==> config.mk <==
export PLATFORM = sky130hd
export DESIGN_NAME = ifetch_unit
export DESIGN_NICKNAME = d
export VERILOG_FILES = /design/src/rtl/ifetch_unit.sv
export SDC_FILE = /design/constraint.sdc
export NUM_CORES = 1
export LEC_CHECK = 0
export ABC_AREA = 0
export CORE_MARGIN = 1.5
export CORE_UTILIZATION = 60
export CTS_CLUSTER_DIAMETER = 100
export CTS_CLUSTER_SIZE = 12
export DETAILED_ROUTE_END_ITERATION = 10
export DONT_BUFFER_PORTS = 1
export GPL_TIMING_DRIVEN = 1
export PLACE_DENSITY = 0.76
export SYNTH_ARGS = -nofsm -noshare
export SYNTH_HDL_FRONTEND = slang
export SYNTH_SLANG_ARGS = --single-unit
==> constraint.sdc <==
create_clock -name clk -period 4.6 [get_ports clk]
set_clock_uncertainty 0.05 [all_clocks]
set_input_delay 0 -clock clk [delete_from_list [all_inputs] [get_ports clk]]
set_output_delay 0 -clock clk [all_outputs]
set_load 0.02 [all_outputs]
==> src/rtl/ifetch_unit.sv <==
// Instruction fetch: one outstanding imem read, result held for decode with valid/ready.
// Latency: accept->imem_req 1 cycle, imem_ack->instr_valid 1 cycle; decode backpressure holds the PC via pc_stall.
module ifetch_unit (
    input  logic        clk,
    input  logic        rst,
    input  logic [31:0] pc_in,
    input  logic        pc_valid,
    input  logic        flush,
    output logic        pc_stall,
    output logic        imem_req,
    output logic [31:0] imem_addr,
    input  logic        imem_ack,
    input  logic [31:0] imem_rdata,
    output logic [31:0] instr_out,
    output logic [31:0] instr_pc,
    output logic        instr_valid,
    input  logic        instr_ready,
    output logic        misalign,
    output logic [15:0] fetch_count
);

    typedef enum logic [1:0] {IDLE, REQ, HOLD, DROP} state_t;

    state_t      state_q;
    logic        imem_req_q;
    logic [31:0] imem_addr_q;
    logic [31:0] instr_out_q;
    logic [31:0] instr_pc_q;
    logic        instr_valid_q;
    logic        misalign_q;
    logic [15:0] fetch_count_q;

    logic can_take;
    logic pc_aligned;
    logic accept;
    logic bad_pc;

    // A new PC can only be taken when nothing is in flight and the held slot is free or draining now.
    assign can_take   = (state_q == IDLE) || ((state_q == HOLD) && instr_ready);
    assign pc_aligned = (pc_in[1:0] == 2'b00);
    assign accept     = can_take && pc_valid && !flush && pc_aligned;
    assign bad_pc     = can_take && pc_valid && !flush && !pc_aligned;
    assign pc_stall   = !can_take;

    always_ff @(posedge clk or posedge rst) begin
        if (rst) begin
            state_q       <= IDLE;
            imem_req_q    <= 1'b0;
            imem_addr_q   <= 32'h0;
            instr_out_q   <= 32'h0;
            instr_pc_q    <= 32'h0;
            instr_valid_q <= 1'b0;
            misalign_q    <= 1'b0;
            fetch_count_q <= 16'h0;
        end else begin
            if (bad_pc) begin
                misalign_q <= 1'b1;
            end
            case (state_q)
                IDLE: begin
                    if (accept) begin
                        imem_req_q  <= 1'b1;
                        imem_addr_q <= pc_in;
                        state_q     <= REQ;
                    end
                end
                REQ: begin
                    if (imem_ack) begin
                        imem_req_q <= 1'b0;
                        if (flush) begin
                            state_q <= IDLE;
                        end else begin
                            instr_out_q   <= imem_rdata;
                            instr_pc_q    <= imem_addr_q;
                            instr_valid_q <= 1'b1;
                            state_q       <= HOLD;
                        end
                    end else if (flush) begin
                        // The request cannot be withdrawn; wait out its ack and discard it.
                        state_q <= DROP;
                    end
                end
                HOLD: begin
                    if (flush) begin
                        instr_valid_q <= 1'b0;
                        state_q       <= IDLE;
                    end else if (instr_ready) begin
                        fetch_count_q <= fetch_count_q + 16'd1;
                        instr_valid_q <= 1'b0;
                        if (accept) begin
                            imem_req_q  <= 1'b1;
                            imem_addr_q <= pc_in;
                            state_q     <= REQ;
                        end else begin
                            state_q <= IDLE;
                        end
                    end
                end
                DROP: begin
                    if (imem_ack) begin
                        imem_req_q <= 1'b0;
                        state_q    <= IDLE;
                    end
                end
                default: state_q <= IDLE;
            endcase
        end
    end

    assign imem_req    = imem_req_q;
    assign imem_addr   = imem_addr_q;
    assign instr_out   = instr_out_q;
    assign instr_pc    = instr_pc_q;
    assign instr_valid = instr_valid_q;
    assign misalign    = misalign_q;
    assign fetch_count = fetch_count_q;

endmodule

# [Word-level counts from Yosys, hierarchy flattened]
# Cells that the tools add are included.
[totals] ff_bits=117 inputBits=70 out_inout_bits=116 wordCells=65
[op_classes] add_sub_neg=1 eq_ne=12 mux=23 n_bitwise=1 n_reduce_logical=20
[ops] operator="$mux 32" n=3
[ops] operator="$pmux 32 s2" n=1
[ops] operator="$add 16x1->16 const B" n=1
[ops] operator="$mux 2" n=7
[ops] operator="$ne 2x2->1 const B" n=6
[ops] operator="$reduce_and 3->1" n=4
[ops] operator="$mux 1" n=9
[ops] operator="$pmux 2 s4" n=1
[ops] operator="$reduce_and 4->1" n=2
[ops] operator="$ne 3x3->1 const B" n=2
[ops] operator="$logic_and 1x1->1" n=5
[ops] operator="$eq 2x2->1 const B" n=2
[ops] operator="$logic_not 2->1" n=2
[ops] operator="$reduce_bool 2->1" n=2
[ops] operator="$logic_not 1->1" n=3
[ops] operator="$pmux 1 s3" n=1
[ops] operator="$eq 2x1->1 const B" n=1
[ops] operator="$ne 2x1->1 const B" n=1
[ops] operator="$pmux 1 s2" n=1
[ops] operator="$reduce_or 2->1" n=1
[ops] operator="$logic_or 1x1->1" n=1
[ops] operator="$not 1->1" n=1

# [Longest topological paths before layout]
# Gate-level depths: netlist of run 1.
[logic_depth] ltp_word=10 ltp_mapped=6 mapped_depth_nobuf=5

# [Worst setup path after synthesis of run 1]
# No wires, ideal clock.
[synth_path] path_kind="reg-to-reg" startpoint="register state_q[1]" endpoint="register imem_addr_q[10], in the netlist imem_addr[10]" t_arrival_ns=1.454 required_time_ns=4.425 setup_slack_ns=2.971 stages_incl_launch_ff=5 path_buffers=1 cell_sequence="dfrtp_1 or2b_1 nand4_1 buf_2 mux2_2"
[synth_between] elab_chain_cells=10
[synth_lines] item="start: declaration" line_no="24" rtl="state_t state_q;"
[synth_lines] item="start signal: assignment" line_no="47" rtl="state_q <= IDLE;"
[synth_lines] item="start signal: assignment" line_no="64" rtl="state_q <= REQ;"
[synth_lines] item="start signal: assignment" line_no="71" rtl="state_q <= IDLE;"
[synth_lines] item="$eq 2x2->1" line_no="39, 59"
[synth_lines] item="$logic_and 1x1->1" line_no="39" rtl="assign can_take = (state_q == IDLE) || ((state_q == HOLD) && instr_ready);"
[synth_lines] item="$logic_or 1x1->1" line_no="39"
[synth_lines] item="$logic_and 1x1->1 (3 in a row)" line_no="41" rtl="assign accept = can_take && pc_valid && !flush && pc_aligned;"
[synth_lines] item="$mux 32 (3 in a row)"
[synth_lines] item="$pmux 32 s2" line_no="59" rtl="case (state_q)"
[synth_lines] item="end signal: assignment" line_no="63" rtl="imem_addr_q <= pc_in;"
[synth_lines] item="end signal: assignment" line_no="92" rtl="imem_addr_q <= pc_in;"
[synth_lines] item="end: declaration" line_no="26" rtl="logic [31:0] imem_addr_q;"
# Several ways; a longest one is shown, not always the timed one. The select of a mux whose other input is x is not followed.
# A chain may end at the register's enable or synchronous reset.

# [Worst setup path in the final report of run 1]
[layout_path] startpoint="register state_q[0]" endpoint="register fetch_count_q[7], in the netlist fetch_count[7]"
[layout_between] elab_chain_cells=2
[layout_lines] item="$eq 2x2->1" line_no="59"
[layout_lines] item="$reduce_and 3->1 (no source line)"
[layout_lines] item="end signal: assignment" line_no="88" rtl="fetch_count_q <= fetch_count_q + 16'd1;"
[layout_lines] item="end: declaration" line_no="31" rtl="logic [15:0] fetch_count_q;"
# No other way between the ends.

==> impl_metrics.json, run 1 <==
{
  "crit_path_start_kind": "register",
  "fin_setup_tns_ns": 0,
  "cts_htree_levels": 4,
  "cts_root_buffer": "clkbuf_8",
  "drt_iter0_markers": 79,
  "area_delta_synth_final_pct": 32.0,
  "dp_hpwl_um": 5570,
  "ant_nets": 0,
  "syn_nets": 359,
  "ios": 186,
  "die_area_um2": 8000,
  "synth_seq_area_share_pct": 65.3,
  "cp.arrival_ns": 2.69,
  "grt_pass1_vias": 2854,
  "numCtsBuffers": 17,
  "dr_wl_met3_um": 950,
  "yosysWarnings": 0,
  "nNetsFinal": 442,
  "endpoint_kind": "register",
  "grt_antenna_before_repair": 0,
  "globalRouteOverflowTotal": 0,
  "syn_area_um2": 4480,
  "path_max_fanout": 7,
  "die_x_um": 89.4,
  "grt_max_degree": 61,
  "crit_type": "register to register",
  "hold_class": "primary input to register",
  "gp_congestion": 0.857,
  "viasPerCell": 5.60,
  "setup_viol": 0,
  "start_util_pct": 61.8,
  "diodes": 0,
  "max_freq_ghz": 0.427,
  "synth.distinct_cells": 24,
  "highest_layer": "met4",
  "finalCriticalPeriod_ns": 2.34,
  "dr_wl_met2_um": 5340,
  "crit_required_ns": 4.95,
  "grt_pass1_wl_um": 14800,
  "fin_crit_sh_pct": 50.9,
  "vias": 2697,
  "cts.path.max_buffers": 2,
  "clock-sinks": 117,
  "cts_tree": "done",
  "drc_errors": 0,
  "path_clk_slew_ns": 0.05,
  "drive_gt1_share_pct": 33.2,
  "cts.repair.resized": 0,
  "drt-met1-wl_um": 3580,
  "rsz0062_at_grt": "no",
  "die_h_um": 89.4,
  "hold_viol": 0,
  "status": "finished, final reports clean",
  "synth-seq-cells": 117,
  "fillers": 386,
  "slew_headroom_pct": 28.7,
  "row_count": 31,
  "syn_inst": 288,
  "wirelength_um": 10100,
  "core_area_um2": 7250,
  "port-buffer-count": 0,
  "drv_cap": 0,
  "dr.pass1.iters": 4,
  "syn_area_per_cell_um2": 15.6,
  "hold_slack_ns": 0.0311,
  "power_density_nw_per_um2": 616,
  "peakVddDrop_mv": 0.373,
  "drv_slew": 0,
  "insertion_delay_ns": 0.48,
  "tightest_slew_ns": 1.05,
  "grt_usage_pct": 25.7,
  "p_leak_uw": 0.00270,
  "wl_per_cell_um": 20.9
}
==> final timing paths <==
path,depth (start not counted),slack [ns],end,startpoint
max reg2reg,4,2.26,fetch_count[7]$_DFFE_PP0P_,state_q[0]$_DFFE_PP0P_
min reg2reg,1,0.58,fetch_count[15]$_DFFE_PP0P_,fetch_count[15]$_DFFE_PP0P_
min in group asynchronous,2,0.06,imem_addr[1]$_DFFE_PP0P_,rst
max in group asynchronous,3,3.26,fetch_count[7]$_DFFE_PP0P_,rst
min,3,0.03,instr_out[4]$_DFFE_PP0P_,flush
max,4,2.26,fetch_count[7]$_DFFE_PP0P_,state_q[0]$_DFFE_PP0P_
==> flip-flops by register name (all words and copies together) (netlist names) <==
signal       cells
imem_addr       32
instr_pc        32
state_q          2
instr_out       32
misalign         1
imem_req         1
instr_valid      1
fetch_count     16
==> cell usage after synthesis (all sizes together) <==
cell type	n	area share [%]
a21boi	1	0.17
a21oi	1	0.11
and2	4	0.56
and3	4	0.56
and4	4	0.78
buf	11	1.4
dfrtp	117	65
ha	1	0.28
inv	4	0.33
mux2	95	24
nand2	9	0.75
nand3	4	0.45
nand4	4	0.56
nor2	3	0.25
nor3	3	0.59
nor4bb	1	0.22
o21ai	5	0.56
o21bai	1	0.17
or2b	1	0.17
xnor2	11	2.1
xor2	4	0.78
==> logic make-up (layout without fill, tap and decap cells) <==
family                   after synthesis  count (layout)  synth area share, %
flip-flops                           117             117                 65.3
multiplexers                          95              95                 23.9
AND/OR/NAND/NOR                       37              37                 4.88
XOR/XNOR                              15              15                 2.93
buffers and inverters                 15             110                 1.73
AO/OA/AOI/OAI                          8               8                 1.00
adder cells (fa/ha/maj)                1               1                0.279
==> metrics by stage <==
stage / util, % / total power (uW) / instance area, um2 / std cells / setup WS (ns)
final: 81.6 / 3640 / 5920 / 482 / 2.26
after global routing: 81.6 / 3800 / 5920 / 482 / 2.12
after CTS: 81.6 / 3650 / 5920 / 482 / 2.27
after detailed placement: 63.1 / 2220 / 4580 / 380 / 2.36
after global placement: 63.1 / 2190 / 4580 / 380 / 2.40
after floorplan: - / 2100 / 4480 / 288 / 1.45
==> cell usage in the layout, fill, tap and decap left out, drive strengths merged <==
| cell type | count |
|---|---|
| nand2 | 9 |
| dfrtp | 117 |
| buf | 4 |
| nand3 | 4 |
| a21oi | 1 |
| xor2 | 4 |
| and2 | 4 |
| ha | 1 |
| dlygate4sd3 | 71 |
| and4 | 4 |
| nor2 | 3 |
| nor4bb | 1 |
| clkinv | 2 |
| clkbuf | 23 |
| o21ai | 5 |
| nand4 | 4 |
| xnor2 | 11 |
| a21boi | 1 |
| bufinv | 4 |
| inv | 4 |
| mux2 | 95 |
| o21bai | 1 |
| and3 | 4 |
| or2b | 1 |
| nor3 | 3 |
| clkinvlp | 2 |
==> critical path, cell delays in order, from the launching register on <==
cell and delay [ns]:
dfrtp_1 0.44, nor4bb_1 0.92, and4_1 0.46, and3_1 0.22, xor2_1 0.16
==> routing by layer <==
layer,GRT usage (%),vias to the layer above
met5,0,-
met4,11.6,0
met3,10.7,19
met2,44.0,140
met1,27.9,1366
li1,-,1172
==> power by group <==
| part | internal [uW] | total, uW | switching (uW) | leakage [uW] |
|---|---|---|---|---|
| logic | 243 | 370 | 127 | 0.000916 |
| clock network | 948 | 1370 | 425 | 0.000306 |
| registers | 1310 | 1900 | 594 | 0.00148 |
| total | 2500 | 3640 | 1150 | 0.00270 |
==> final cells by class <==
type	count	area [um2]	area share, %
tap	99	124	2.09
multi-input combinational	156	1480	25.0
clock inverter	8	145	2.45
timing repair buffer	75	741	12.5
inverter	4	17.5	0.296
sequential	117	2930	49.5
clock buffer	23	487	8.22
==> timing repair <==
action / in CTS / in global routing
hold buffers: 71 / 0
setup buffers: 0 / 0
endpoints found under the setup margin: 0 / 0
endpoints found under the hold margin: 135 / 0
(Power assumes the default switching activity.)
==> run 2, diff against run 1 <==
Settings changed: CORE_UTILIZATION 60 to 56, PLACE_DENSITY 0.76 to 0.74.
Clock period 4.6 ns to 2.07 ns, I/O delays scaled along.
==> impl_metrics.json, run 2 (synthesis results as in run 1) <==
{
  "grt_max_degree": 53,
  "dp_cells": 387,
  "status": "finished, final reports clean",
  "die_h_um": 92.5,
  "fin_crit_sh_pct": 99.3,
  "hold_viol": 0,
  "slew_headroom_pct": 57.4,
  "numCtsBuffers": 17,
  "path_max_fanout": 6,
  "row_count": 32,
  "worst_slack_ns": 0.0136,
  "diodes": 0,
  "p_leak_uw": 0.00279,
  "cts_htree_levels": 4,
  "p_seq_share_pct": 52.1,
  "cts.path.max_buffers": 2,
  "insertion_delay_ns": 0.49,
  "wl_per_cell_um": 20.0,
  "nNetsFinal": 461,
  "final_common_cell": "dfrtp_1",
  "drt_iter0_markers": 99,
  "cts_root_buffer": "clkbuf_8",
  "stdcell_count": 504,
  "p_comb_share_pct": 12.7,
  "grt_pass1_wl_um": 15900,
  "port-buffer-count": 0,
  "dr.pass1.iters": 5,
  "globalRouteOverflowTotal": 0,
  "crit_type": "register to register",
  "crit_required_ns": 2.39,
  "hold_class": "primary input to async pin",
  "drv_cap": 0,
  "die_x_um": 92.5,
  "ant_nets": 0,
  "cp.arrival_ns": 2.38,
  "grt_pass1_vias": 3000,
  "viasPerCell": 5.56,
  "gp_congestion": 0.734,
  "final_util_pct": 79.1,
  "p_switching_uw": 2550,
  "power_density_nw_per_um2": 1310,
  "swShare_pct": 32.0,
  "tightest_slew_ns": 0.638,
  "grt_usage_pct": 24.9,
  "grt_antenna_before_repair": 0,
  "ios": 186,
  "area_delta_synth_final_pct": 36.3,
  "clock-sinks": 117,
  "cts_tree": "done",
  "die_area_um2": 8550,
  "drive_gt1_share_pct": 33.6,
  "p_clk_share_pct": 35.2,
  "mostFrequentLayoutCells": "dfrtp_1 (117), mux2_2 (91), dlygate4sd3_1 (83)",
  "setup_viol": 0,
  "vias": 2802,
  "wirelength_um": 10100,
  "power.internal_uw": 5430,
  "dp_hpwl_um": 5710,
  "finalCriticalPeriod_ns": 2.06,
  "crit_path_start_kind": "register",
  "pre_cts_ws_ns": 0.376,
  "max_freq_ghz": 0.486,
  "endpoint_kind": "register",
  "peakVddDrop_mv": 0.712,
  "path_clk_slew_ns": 0.06,
  "drc_errors": 0,
  "start_util_pct": 58.0,
  "core_area_um2": 7730,
  "drv_slew": 0
}
[run 2: changes by cell type in the layout (fill, tap and decap cells not counted), moves of 2 or more]
cell	before	now
buf_6	0	2
buf_12	0	4
bufinv_16	4	2
dlygate4sd3_1	71	83
clkinvlp_4	2	4
[run 2: layout make-up]
type                            instances  area, um2
Clock buffer                           23        487
Multi-Input combinational cell        156       1480
Clock inverter                          8       97.6
Tap cell                              102        128
Sequential cell                       117       2930
Timing Repair Buffer                   94        971
Fill cell                             437       1620
Inverter                                4       18.8
[run 2: timing repair]
action,CTS,global route
hold endpoints to repair,232,0
hold buffers,83,0
setup buffers,0,2
gates resized for setup,0,5
setup endpoints to repair,0,11
[run 2: final timing paths]
kind,start,to,slack [ns],cells after the start
setup / recovery,state_q[0]$_DFFE_PP0P_,instr_out[9]$_DFFE_PP0P_,0.01,5
hold / removal,rst,fetch_count[12]$_DFFE_PP0P_,0.03,2
setup reg to reg,state_q[0]$_DFFE_PP0P_,instr_out[9]$_DFFE_PP0P_,0.01,5
hold reg to reg,fetch_count[15]$_DFFE_PP0P_,fetch_count[15]$_DFFE_PP0P_,0.57,1
max in group asynchronous,rst,imem_addr[16]$_DFFE_PP0P_,1.28,3
min in group clk,flush,imem_addr[0]$_DFFE_PP0P_,0.04,4
[run 2: worst max-delay path: stages (launching register included)]
cell and delay, ns:
dfrtp_1 0.40, nand2_2 0.10, nor3_4 0.29, buf_6 0.18, mux2_2 0.34, dlygate4sd3_1 0.57
[run 2: layer usage]
metal	wire length, um	part of all wire, %	global-route usage (%)
met4	180	1.8	9.23
met1	3640	36	28.4
met3	1150	11	11.8
met2	5120	51	40.6
met5	0	0	0
[run 2: power groups by stage]
stage | combinational, uW | sequential, uW | clock (uW)
2_1_floorplan | 604 | 4060 | 0
3_3_place_gp | 739 | 4170 | 0
3_5_place_dp | 781 | 4190 | 0
4_1_cts | 998 | 4160 | 2860
5_1_grt | 1120 | 4240 | 2980
6_report | 1020 | 4160 | 2810
[run 2: stage by stage]
| stage | hold WS, ns | power, uW | TNS (ns) | instance area, um2 |
|---|---|---|---|---|
| after floorplan | 0.0464 | 4660 | 0 | 4490 |
| after global placement | -0.0742 | 4910 | 0 | 4660 |
| after detailed placement | -0.0669 | 4970 | 0 | 4660 |
| after CTS | 0.000996 | 8020 | 0 | 6080 |
| after global routing | 0.0394 | 8340 | -0.0420 | 6110 |
| final | 0.0292 | 7990 | 0 | 6110 |
==> run 3, diff against run 2 <==
Settings changed: CORE_MARGIN 1.5 to not set.
==> impl_metrics.json, run 3 (synthesis results as in run 1) <==
{
  "insertion_delay_ns": 0.49,
  "drv_slew": 0,
  "gp_congestion": 0.772,
  "setup_viol": 0,
  "viasPerCell": 5.50,
  "drc_errors": 0,
  "grt_max_degree": 55,
  "path_max_fanout": 10,
  "grt_antenna_before_repair": 0,
  "status": "finished, final reports clean",
  "ant_nets": 0,
  "hold_class": "primary input to async pin",
  "die_h_um": 91.5,
  "core_area_um2": 7730,
  "crit_required_ns": 2.39,
  "crit_type": "register to register",
  "power_density_nw_per_um2": 1340,
  "slew_headroom_pct": 54.5,
  "dr.pass1.iters": 4,
  "final_cell_area_um2": 6120,
  "cts_htree_levels": 4,
  "row_count": 32,
  "nNetsFinal": 457,
  "drt_iter0_markers": 84,
  "cts.path.max_buffers": 2,
  "tightest_slew_ns": 0.680,
  "globalRouteOverflowTotal": 0,
  "reg2reg_from": "state_q[0]$_DFFE_PP0P_",
  "worst_slack_ns": 0.0767,
  "fillers": 438,
  "placed_cell_area_um2": 4660,
  "fin_crit_sh_pct": 96.3,
  "area_delta_synth_final_pct": 36.6,
  "drive_gt1_share_pct": 34.3,
  "dp_hpwl_um": 5580,
  "fin_setup_tns_ns": 0,
  "mostFrequentLayoutCells": "dfrtp_1 (115), mux2_2 (91), dlygate4sd3_1 (80)",
  "final_common_cell": "dfrtp_1",
  "port-buffer-count": 0,
  "max_freq_ghz": 0.502,
  "grt_pass1_wl_um": 15400,
  "start_util_pct": 58.0,
  "hold_viol": 0,
  "peakVddDrop_mv": 0.933,
  "clock-sinks": 117,
  "finalCriticalPeriod_ns": 1.99,
  "wirelength_um": 9550,
  "diodes": 0,
  "grt_usage_pct": 24.2,
  "crit_path_start_kind": "register",
  "rsz0062_at_grt": "no",
  "hold_slack_ns": 0.0379,
  "endpoint_kind": "register",
  "die_x_um": 91.5,
  "pre_cts_ws_ns": 0.356,
  "path_clk_slew_ns": 0.06,
  "cts_root_buffer": "clkbuf_8",
  "p_leak_uw": 0.00279,
  "wl_per_cell_um": 19.1,
  "reg2reg_depth": 5,
  "cp-startpoint": "state_q[0]$_DFFE_PP0P_",
  "ff2ff_setup_slack_ns": 0.08,
  "cts_tree": "done",
  "grt_pass1_vias": 3001,
  "numCtsBuffers": 17,
  "ios": 186,
  "drv_cap": 0,
  "vias": 2757,
  "die_area_um2": 8370,
  "cp.arrival_ns": 2.31
}
-- run 3: routing by layer --
layer  part of all wire (%)  track usage (%)
met1                     38             28.0
met2                     52             39.8
met3                    9.4             9.72
met4                    1.2             10.7
met5                      0                0
-- run 3: timing repair --
| item | CTS | global route |
|---|---|---|
| hold endpoints to repair | 232 | 0 |
| hold buffers | 80 | 0 |
| resized for setup | 0 | 4 |
| buffers inserted | 0 | 2 |
| endpoints found under the setup margin | 0 | 9 |
-- run 3: area by class of cell --
class	instances	area, um2	area share [%]
clock buffer	19	432	7.05
inverter	4	18.8	0.306
timing repair buffer	90	930	15.2
multi-input combinational	156	1480	24.2
tap	102	128	2.08
clock inverter	13	205	3.35
sequential	117	2930	47.9
-- run 3: final timing paths --
kind	endpoint
min in group clk	imem_req$_DFFE_PP0P_
min reg2reg	fetch_count[8]$_DFFE_PP0P_
max in group asynchronous	state_q[0]$_DFFE_PP0P_
max reg2reg	instr_out[9]$_DFFE_PP0P_
max	instr_out[9]$_DFFE_PP0P_
min	instr_pc[5]$_DFFE_PP0P_
-- run 3: report_power, final --
| part | internal (uW) | switching [uW] |
|---|---|---|
| logic | 639 | 334 |
| clock network | 2100 | 990 |
| registers | 2910 | 1250 |
| total | 5650 | 2570 |
-- run 3: metrics by stage --
step                      total power, uW  std cells  utilization (%)
after global placement               4900        387             60.3
final                                8230        501             79.2
after global routing                 8560        501             79.2
after detailed placement             4970        387             60.3
after floorplan                      4660        288                -
after CTS                            8270        499             78.9
-- run 3: critical path, cell delays in order (launching register included) --
cell and delay (ns):
dfrtp_2 0.42, nand2_2 0.10, nor3_4 0.21, buf_6 0.18, mux2_2 0.34, dlygate4sd3_1 0.57
